[src/rtl/legv8_ctrl_pkg.sv]
// rtl/legv8_ctrl_pkg.sv - shared types, opcode constants and select codes for the LEGv8 multi-cycle control
package legv8_ctrl_pkg;

    typedef enum logic [2:0] {
        S_FETCH  = 3'd0,
        S_DECODE = 3'd1,
        S_EXEC   = 3'd2,
        S_MEM    = 3'd3,
        S_WB     = 3'd4,
        S_HALT   = 3'd7
    } ctrl_state_e;

    typedef enum logic [2:0] {
        CLS_R,
        CLS_I,
        CLS_LDUR,
        CLS_STUR,
        CLS_B,
        CLS_CBZ,
        CLS_CBNZ,
        CLS_ILLEGAL
    } instr_class_e;

    // Full 11-bit opcodes
    localparam logic [10:0] OP_ADD  = 11'h458;
    localparam logic [10:0] OP_SUB  = 11'h658;
    localparam logic [10:0] OP_AND  = 11'h450;
    localparam logic [10:0] OP_ORR  = 11'h550;
    localparam logic [10:0] OP_LDUR = 11'h7C2;
    localparam logic [10:0] OP_STUR = 11'h7C0;

    // I-format opcodes are 10 bits wide (Opcode[10:1]); bit 0 belongs to the immediate
    localparam logic [9:0]  OP_ADDI = 10'h244;
    localparam logic [9:0]  OP_SUBI = 10'h344;

    // B-format is Opcode[10:5]; CB-format is Opcode[10:3]
    localparam logic [5:0]  OP_B    = 6'b000101;
    localparam logic [7:0]  OP_CBZ  = 8'hB4;
    localparam logic [7:0]  OP_CBNZ = 8'hB5;

    // Sign-extender immediate-type select
    localparam logic [1:0]  SIGN_B  = 2'b00;
    localparam logic [1:0]  SIGN_CB = 2'b01;
    localparam logic [1:0]  SIGN_D  = 2'b10;
    localparam logic [1:0]  SIGN_I  = 2'b11;

    // ALU operation select
    localparam logic [1:0]  ALU_ADD    = 2'b00;
    localparam logic [1:0]  ALU_PASS_B = 2'b01;
    localparam logic [1:0]  ALU_RTYPE  = 2'b10;

    typedef struct packed {
        logic       reg2loc;
        logic       alu_src;
        logic [1:0] alu_op;
        logic [1:0] sign_op;
    } dp_sel_t;

    // Datapath selects that stay constant for a whole instruction of the given class
    function automatic dp_sel_t class_selects(input instr_class_e c);
        dp_sel_t s;
        s = '0;
        case (c)
            CLS_R: begin
                s.alu_op  = ALU_RTYPE;
            end
            CLS_I: begin
                s.alu_src = 1'b1;
                s.sign_op = SIGN_I;
            end
            CLS_LDUR: begin
                s.alu_src = 1'b1;
                s.alu_op  = ALU_ADD;
                s.sign_op = SIGN_D;
            end
            CLS_STUR: begin
                s.reg2loc = 1'b1;
                s.alu_src = 1'b1;
                s.alu_op  = ALU_ADD;
                s.sign_op = SIGN_D;
            end
            CLS_B: begin
                s.sign_op = SIGN_B;
            end
            CLS_CBZ, CLS_CBNZ: begin
                s.reg2loc = 1'b1;
                s.alu_op  = ALU_PASS_B;
                s.sign_op = SIGN_CB;
            end
            default: s = '0;
        endcase
        return s;
    endfunction

endpackage

[src/rtl/legv8_opcode_decoder.sv]
// rtl/legv8_opcode_decoder.sv - combinational Instr[31:21] to instruction-class decoder
module legv8_opcode_decoder
    import legv8_ctrl_pkg::*;
(
    input  logic [10:0]  opcode,
    output instr_class_e cls
);

    // Formats are distinguished by opcode field width; unmatched patterns are illegal
    always_comb begin
        cls = CLS_ILLEGAL;
        if (opcode == OP_ADD || opcode == OP_SUB || opcode == OP_AND || opcode == OP_ORR) begin
            cls = CLS_R;
        end else if (opcode[10:1] == OP_ADDI || opcode[10:1] == OP_SUBI) begin
            cls = CLS_I;
        end else if (opcode == OP_LDUR) begin
            cls = CLS_LDUR;
        end else if (opcode == OP_STUR) begin
            cls = CLS_STUR;
        end else if (opcode[10:5] == OP_B) begin
            cls = CLS_B;
        end else if (opcode[10:3] == OP_CBZ) begin
            cls = CLS_CBZ;
        end else if (opcode[10:3] == OP_CBNZ) begin
            cls = CLS_CBNZ;
        end
    end

endmodule

[config.mk]
export PLATFORM = sky130hd
export DESIGN_NAME = legv8_opcode_decoder
export DESIGN_NICKNAME = d
export VERILOG_FILES = /design/src/rtl/legv8_ctrl_pkg.sv /design/src/rtl/legv8_opcode_decoder.sv
export SDC_FILE = /design/constraint.sdc
export NUM_CORES = 1
export LEC_CHECK = 0
export BUFFER_PORTS_ARGS = -buffer_cell sky130_fd_sc_hd__buf_2
export CORE_AREA = 2 2 39 41
export DETAILED_ROUTE_END_ITERATION = 10
export DIE_AREA = 0 0 41 43
export PLACE_DENSITY_LB_ADDON = 0.08
export SLEW_MARGIN = 15
export SYNTH_ARGS = -nofsm -noshare
export SYNTH_HDL_FRONTEND = slang
export SYNTH_SLANG_ARGS = --single-unit
export TNS_END_PERCENT = 30
[constraint.sdc]
create_clock -name vclk -period 1.33
set_input_delay 0.266 -clock vclk [all_inputs]
set_output_delay 0.266 -clock vclk [all_outputs]
set_load 0.03 [all_outputs]
; Word level (Yosys, flattened, before mapping)
; Cells that the tools add are included.
[totals]
reg_bits = 0
input_bits = 11
output_inout_bits = 3
wordCells = 22
[classes]
n_eq_ne = 11
muxes = 7
reduce_logical = 4
[op_table]
columns = op, count
row1 = $eq A11 B11 Y1 const B, 6
row2 = $eq A10 B10 Y1 const B, 2
row3 = $eq A8 B8 Y1 const B, 2
row4 = $mux W3, 4
row5 = $eq A6 B3 Y1 const B, 1
row6 = $logic_or A1 B1 Y1, 4
row7 = $mux W2, 2
row8 = $mux W1, 1

; Depth between registers and ports, before layout
; Gate-level depths: netlist of run 1.
[logic_depth]
ltp_word = 8
depth_mapped = 4
ltp_nobuf = 4

; Worst setup path after synthesis of run 1
; No wires, ideal clock.
[synth_timing]
path_kind = input-to-output
from = in opcode[8]
to = out cls[0]
t_arrival_ns = 1.383
required_ns = 1.064
path_slack_ns = -0.319
path_stages = 4
n_path_buf = 0
path_cell_list = nor2b_1 > nand4b_1 > nor2_1 > a221oi_1
[synth_between]
elab_chain_len = 8
word_cells_on_any_way = 22
cone_classes = 11 x eq/ne / 7 x mux / 4 x reduce/logical
[synth_rtl]
columns = element, line_no
row1 = start: declaration, legv8_opcode_decoder.sv:5  ; input logic [10:0] opcode,
row2 = $eq A8 B8 Y1, legv8_opcode_decoder.sv:24  ; end else if (opcode[10:3] == OP_CBNZ) begin
row3 = $mux W1, legv8_opcode_decoder.sv:24
row4 = $mux W2, legv8_opcode_decoder.sv:22  ; end else if (opcode[10:3] == OP_CBZ) begin
row5 = $mux W2, legv8_opcode_decoder.sv:20  ; end else if (opcode[10:5] == OP_B) begin
row6 = $mux W3, legv8_opcode_decoder.sv:18  ; end else if (opcode == OP_STUR) begin
row7 = $mux W3, legv8_opcode_decoder.sv:16  ; end else if (opcode == OP_LDUR) begin
row8 = $mux W3, legv8_opcode_decoder.sv:14  ; end else if (opcode[10:1] == OP_ADDI || opcode[10:1] == OP_SUBI) begin
row9 = $mux W3 *, legv8_opcode_decoder.sv:12  ; if (opcode == OP_ADD || opcode == OP_SUB || opcode == OP_AND || opcode == OP_ORR) begin
row10 = end: declaration, legv8_opcode_decoder.sv:6  ; output instr_class_e cls
; Mark *: on every way between the ends. The rest lies on a longest branch, timed or not.

; Worst setup path in the final report of run 1
[layout_timing]
from = in opcode[8]
to = out cls[1]
[layout_between]
elab_chain_len = 7
word_cells_on_any_way = 20
cone_classes = 10 x eq/ne / 6 x mux / 4 x reduce/logical
[layout_rtl]
columns = element, line_no
row1 = $eq A8 B8 Y1, legv8_opcode_decoder.sv:22
row2 = $mux W2, legv8_opcode_decoder.sv:22
row3 = $mux W2, legv8_opcode_decoder.sv:20
row4 = $mux W3, legv8_opcode_decoder.sv:18
row5 = $mux W3, legv8_opcode_decoder.sv:16
row6 = $mux W3, legv8_opcode_decoder.sv:14
row7 = $mux W3 *, legv8_opcode_decoder.sv:12
; Marked as above.

==> summary.md, run 1 <==
| Metric | Value |
|---|---|
| Seq. cell area | 0 sq um |
| Area leader, netlist | nor4b_4 |
| Die area | 1760 sq um |
| Pwr/cell area | 214 nW/um^2 |
| Post-layout instance area | 407 sq um |
| Wirelength per Cell | 9.81 um |
| Sequential area share after synthesis | 0% |
| Final Hold Fails | 0 |
| Post-synthesis mux area share | 0% |
| Simple-gate portion of the synthesized area | 71.6% |
| ANT cells | 0 |
| Mapped cell area | 185 sq um |
| Slew Limit Fails | 0 |
| Area after DPL | 353 sq um |
| Most frequent cell after synthesis | nor2_1 |
| Initial antenna violation count | 0 |
| CLK BUF | 0 |
| Post-synth cell types | 17 |
| Peak supply drop | 78.3 uV |
| Max_slew headroom | 83.8% |
| YS warnings | 0 |
| Endpoint class of the critical path | output pin |
| Die width | 41 um |
| Largest family of logic cells by synthesized area | simple AND/OR/NAND/NOR gates |
| Gpl congestion | 0.684 |
| Global-route wire length before repair | 1.00 mm |
| Synth Area in Adders | 0% |
| Via count | 275 |
| CORE AREA | 1380 sq um |
| CP Launch Type | primary input |
| CP Class | primary input to output pin |
| Drt total wl | 628 um |
| Worst Hold Class | primary input to output pin |
| Seq cells | 0 |
| Post-layout minimum cycle time | 1.53 ns |
| Routed Antenna Nets | 0 |
| Slew @ Worst Pin | 0.242 ns |
| Leak Pwr | 0.170 nW |
| Syn_area_per_cell | 7.41 sq um |
| Post-synth top cells | nor2_1 (6), a31oi_1 (2), nand2_1 (2), nand3_1 (2) |
| CP required | 1.06 ns |
| Vias in the first global route | 262 |
| Synth Instances | 25 |
| Initial Util | 13.4% |
| Final Net Count | 61 |
| DRC Markers | 0 |
| Drt first pass iters | 3 |
| Post-synthesis compound-gate area fraction | 26.4% |
| Failing checks | negative setup slack |
| Drt via density | 4.30 |
| Global route overflow | 0 |
| Fmax | 654 MHz |
| Hold Slack | 0.921 ns |
| Share of cells above drive strength 1 | 60.4% |
| RSZ-0062 raised after global routing | true |
| Area growth from synthesis to layout | 120% |
| Util after Layout | 29.4% |
| Total GRT Usage | 7.59% |
| Post-route insts no fill | 64 |
| FP Rows | 14 |
| Post-Synthesis Net Count | 36 |
| Max FO, Critical Path | 3 |
| Estimated wirelength of the detail-placed design | 569 um |
| Iter 0 DRT Violations | 1 |
| PnR worst setup slack | -0.198 ns |
| Die height | 43 um |
| Max-Cap Viols | 0 |
| Final setup viols | 3 |
| Largest net degree at the start of global routing | 5 |
| Post-synth top area share | 12.8% |
| Port buffer count | 14 |
| WP data arrival | 1.26 ns |
| Run status | finished, violations left |
| Setup Slack @ Placement | -0.307 ns |
| Fin crit share | 115% |
| Placed instance count | 63 |
| Most area-consuming cells after synthesis | nor4b_4 (13%), nor2_1 (12%), a31oi_1 (6.8%), and4bb_1 (6.8%), and4bb_2 (6.8%) |
| IO Count | 14 |
| XOR/XNOR share of the synthesized area | 0% |
metrics by stage:
stage	total power, mW	TNS, ns
2_1_floorplan	0.0242	-0.0163
3_3_place_gp	0.0750	-0.825
3_5_place_dp	0.0755	-0.838
4_1_cts	0.0870	-0.556
5_1_grt	0.0955	-0.818
6_report	0.0869	-0.522
timing repair:
item / in CTS / in global routing
setup buffers: 1 / 0
gates resized for setup: 13 / 1
hold buffers: 0 / 0
setup endpoints to repair: 3 / 3
pin swaps: 7 / 1
layer usage:
layer / global-route usage (%) / vias to the layer above / part of all wire (%)
met5: 0 / - / 0
met1: 12.3 / 122 / 46
met2: 11.6 / 8 / 49
met4: 0 / 0 / 0
li1: - / 145 / -
met3: 0 / 0 / 4.8
final cells by class:
| type | count | area [sq um] |
|---|---|---|
| Multi-Input combinational cell | 24 | 201 |
| Tap cell | 16 | 20.0 |
| Inverter | 1 | 3.75 |
| Fill cell | 163 | 977 |
| Timing Repair Buffer | 23 | 181 |
cells in the final DEF (no fill, tap or decap):
cell type / count
nor2_2: 1
a221oi_4: 1
inv_1: 1
and4bb_2: 1
buf_2: 7
nor3_2: 1
buf_8: 1
buf_4: 10
o21ai_1: 1
nor2_1: 5
nand4b_1: 1
nand4bb_1: 1
a31oi_1: 2
o21ba_1: 1
nor3b_1: 1
nand3_1: 2
nor2b_1: 1
nand2_1: 2
and4bb_1: 1
o31ai_2: 1
buf_6: 5
nor4b_4: 1
worst max-delay path: stages:
cell,delay (ns)
buf_6,0.10
nor3_2,0.16
nand3_1,0.13
o31ai_2,0.28
o21ba_1,0.19
buf_6,0.13
report_power, final:
group	leakage [nW]	internal [mW]	switching (mW)
Sequential	0	0	0
Combinational	0.170	0.0512	0.0357
Clock	0	0	0
Total	0.170	0.0512	0.0357
worst paths after layout:
path	start	slack, ns	endpoint	depth (start not counted)
worst max-delay path	opcode[8]	-0.20	cls[1]	6
worst min-delay path	opcode[1]	0.92	cls[0]	4
kinds of logic (layout without fill, tap and decap cells):
group | after synthesis | count (layout)
simple gates | 18 | 18
compound gates | 6 | 6
buf+inv | 1 | 24
Power figures use the tool's default switching activity.
==> run 2, diff against run 1 <==
- ABC_AREA: not set -> 0
- BUFFER_PORTS_ARGS: -buffer_cell sky130_fd_sc_hd__buf_2 -> not set
- DONT_BUFFER_PORTS: not set -> 1
==> run 2 against run 1 <==
The flow still finishes with violations (negative setup slack). Wire length down 8.6%. Setup slack better by 0.11 ns. Final area down 26%. Critical path type unchanged. Largest cell class unchanged.
==> summary.md, run 2 (same netlist as run 1, synthesis figures left out) <==
| Metric | Value |
|---|---|
| Global-route wire length before repair | 966 um (-3.4%) |
| Fin crit share | 107% (-8.1 points) |
| Failing checks | negative setup slack |
| Post-layout minimum cycle time | 1.42 ns (-0.108 ns) |
| Total GRT Usage | 7.41% (-0.19 points) |
| Slew @ Worst Pin | 0.255 ns (+0.0126 ns) |
| Slew Limit Fails | 0 (unchanged) |
| Vias in the first global route | 222 (-15%) |
| Drt via density | 4.72 (+9.8%) |
| RSZ-0062 raised after global routing | true |
| Final Hold Fails | 0 (unchanged) |
| Drt total wl | 574 um (-8.6%) |
| Seq. cell area | 0 sq um (unchanged) |
| Post-route insts no fill | 46 (-28%) |
| Final setup viols | 3 (unchanged) |
| Post-CTS setup buffers | 0 (-1) |
| Die width | 41 um (unchanged) |
| Max FO, Critical Path | 4 (+1) |
| Initial Util | 13.4% (unchanged) |
| Setup Slack @ Placement | -0.155 ns (+0.152 ns) |
| Run status | finished, violations left |
| CORE AREA | 1380 sq um (unchanged) |
| Area after DPL | 273 sq um (-23%) |
| Fill count | 160 (-1.8%) |
| Gpl congestion | 0.646 (-5.5%) |
| CP Launch Type | primary input |
| Fmax | 704 MHz (+7.6%) |
| Setup_tns | -0.205 ns (+0.317 ns) |
| Wirelength per Cell | 12.5 um (+27%) |
| Share of cells above drive strength 1 | 40.0% (-20 points) |
| Placed instance count | 46 (-27%) |
| Most frequent cells in the layout | nor2_1 (5), buf_4 (3), nand2_1 (2), a31oi_1 (2) |
| Commonest non-fill, non-tap cell in the layout | nor2_1 |
| CP Class | primary input to output pin |
| CLK BUF | 0 (unchanged) |
| Max-Cap Viols | 0 (unchanged) |
| CP required | 1.06 ns (about the same) |
| Largest net degree at the start of global routing | 6 (+1) |
| Global route overflow | 0 (unchanged) |
| Drt first pass iters | 2 (-1) |
| PnR worst setup slack | -0.0899 ns (+0.108 ns) |
| Port buffer count | 0 (-14) |
| Iter 0 DRT Violations | 3 (+2) |
| Seq cells | 0 (unchanged) |
| Leak Pwr | 0.0923 nW (-46%) |
| WP data arrival | 1.15 ns (-0.11 ns) |
| Die height | 43 um (unchanged) |
| Worst Hold Class | primary input to output pin |
| ANT cells | 0 (unchanged) |
| Die area | 1760 sq um (unchanged) |
| IO Count | 14 (unchanged) |
| Via count | 217 (-21%) |
| Pwr/cell area | 112 nW/um^2 (-47%) |
| Area growth from synthesis to layout | 61.5% |
| Estimated wirelength of the detail-placed design | 507 um (-11%) |
| Max_slew headroom | 82.9% (-0.81 points) |
| Final Net Count | 43 (-30%) |
| FP Rows | 14 (unchanged) |
| Design Power | 0.0336 mW (-61%) |
| DRC Markers | 0 (unchanged) |
| Routed Antenna Nets | 0 (unchanged) |
| Peak supply drop | 24.7 uV (-68%) |
| Hold_buf cts | 0 (unchanged) |
| Endpoint class of the critical path | output pin |
| Initial antenna violation count | 0 (unchanged) |
| Post-layout instance area | 299 sq um (-26%) |
## run 2: path summary, 6_finish.rpt
check | slack, ns | start | end | cells after the start
setup / recovery | -0.09 | opcode[3] | cls[1] | 5
hold / removal | 0.72 | opcode[1] | cls[0] | 2
## run 2: power breakdown
group	switching, mW	internal [mW]
Clock	0	0
Combinational	0.0142	0.0195
Sequential	0	0
## run 2: layout make-up
| cell class | count | area [sq um] | area share (%) |
|---|---|---|---|
| multi-input cells | 24 | 221 | 74.1 |
| inverters | 1 | 3.75 | 1.26 |
| well taps | 16 | 20.0 | 6.69 |
| repair buffers | 5 | 53.8 | 18.0 |
## run 2: through the flow
stage	hold WS (ns)	utilization, %
finish	0.719	21.6
CTS	0.720	21.0
global placement	0.713	19.7
global route	0.730	21.6
floorplan	0.610	-
detailed placement	0.714	19.7
## run 2: timing repair
action	in CTS	in global routing
setup endpoints to repair	3	3
pin swaps	6	0
gates resized for setup	4	1
## run 2: worst max-delay path, cell delays in order
cell and delay [ns]:
nor4b_4 0.30, nand3_1 0.17, o31ai_4 0.09, o21ba_1 0.19, buf_6 0.13
## run 2: metal layers
layer | track usage, % | vias to the layer above | part of all wire [%]
li1 | - | 110 | -
met1 | 9.24 | 98 | 37
met2 | 11.6 | 9 | 48
met3 | 4.19 | 0 | 15
met4 | 0 | 0 | 0
met5 | 0 | - | 0
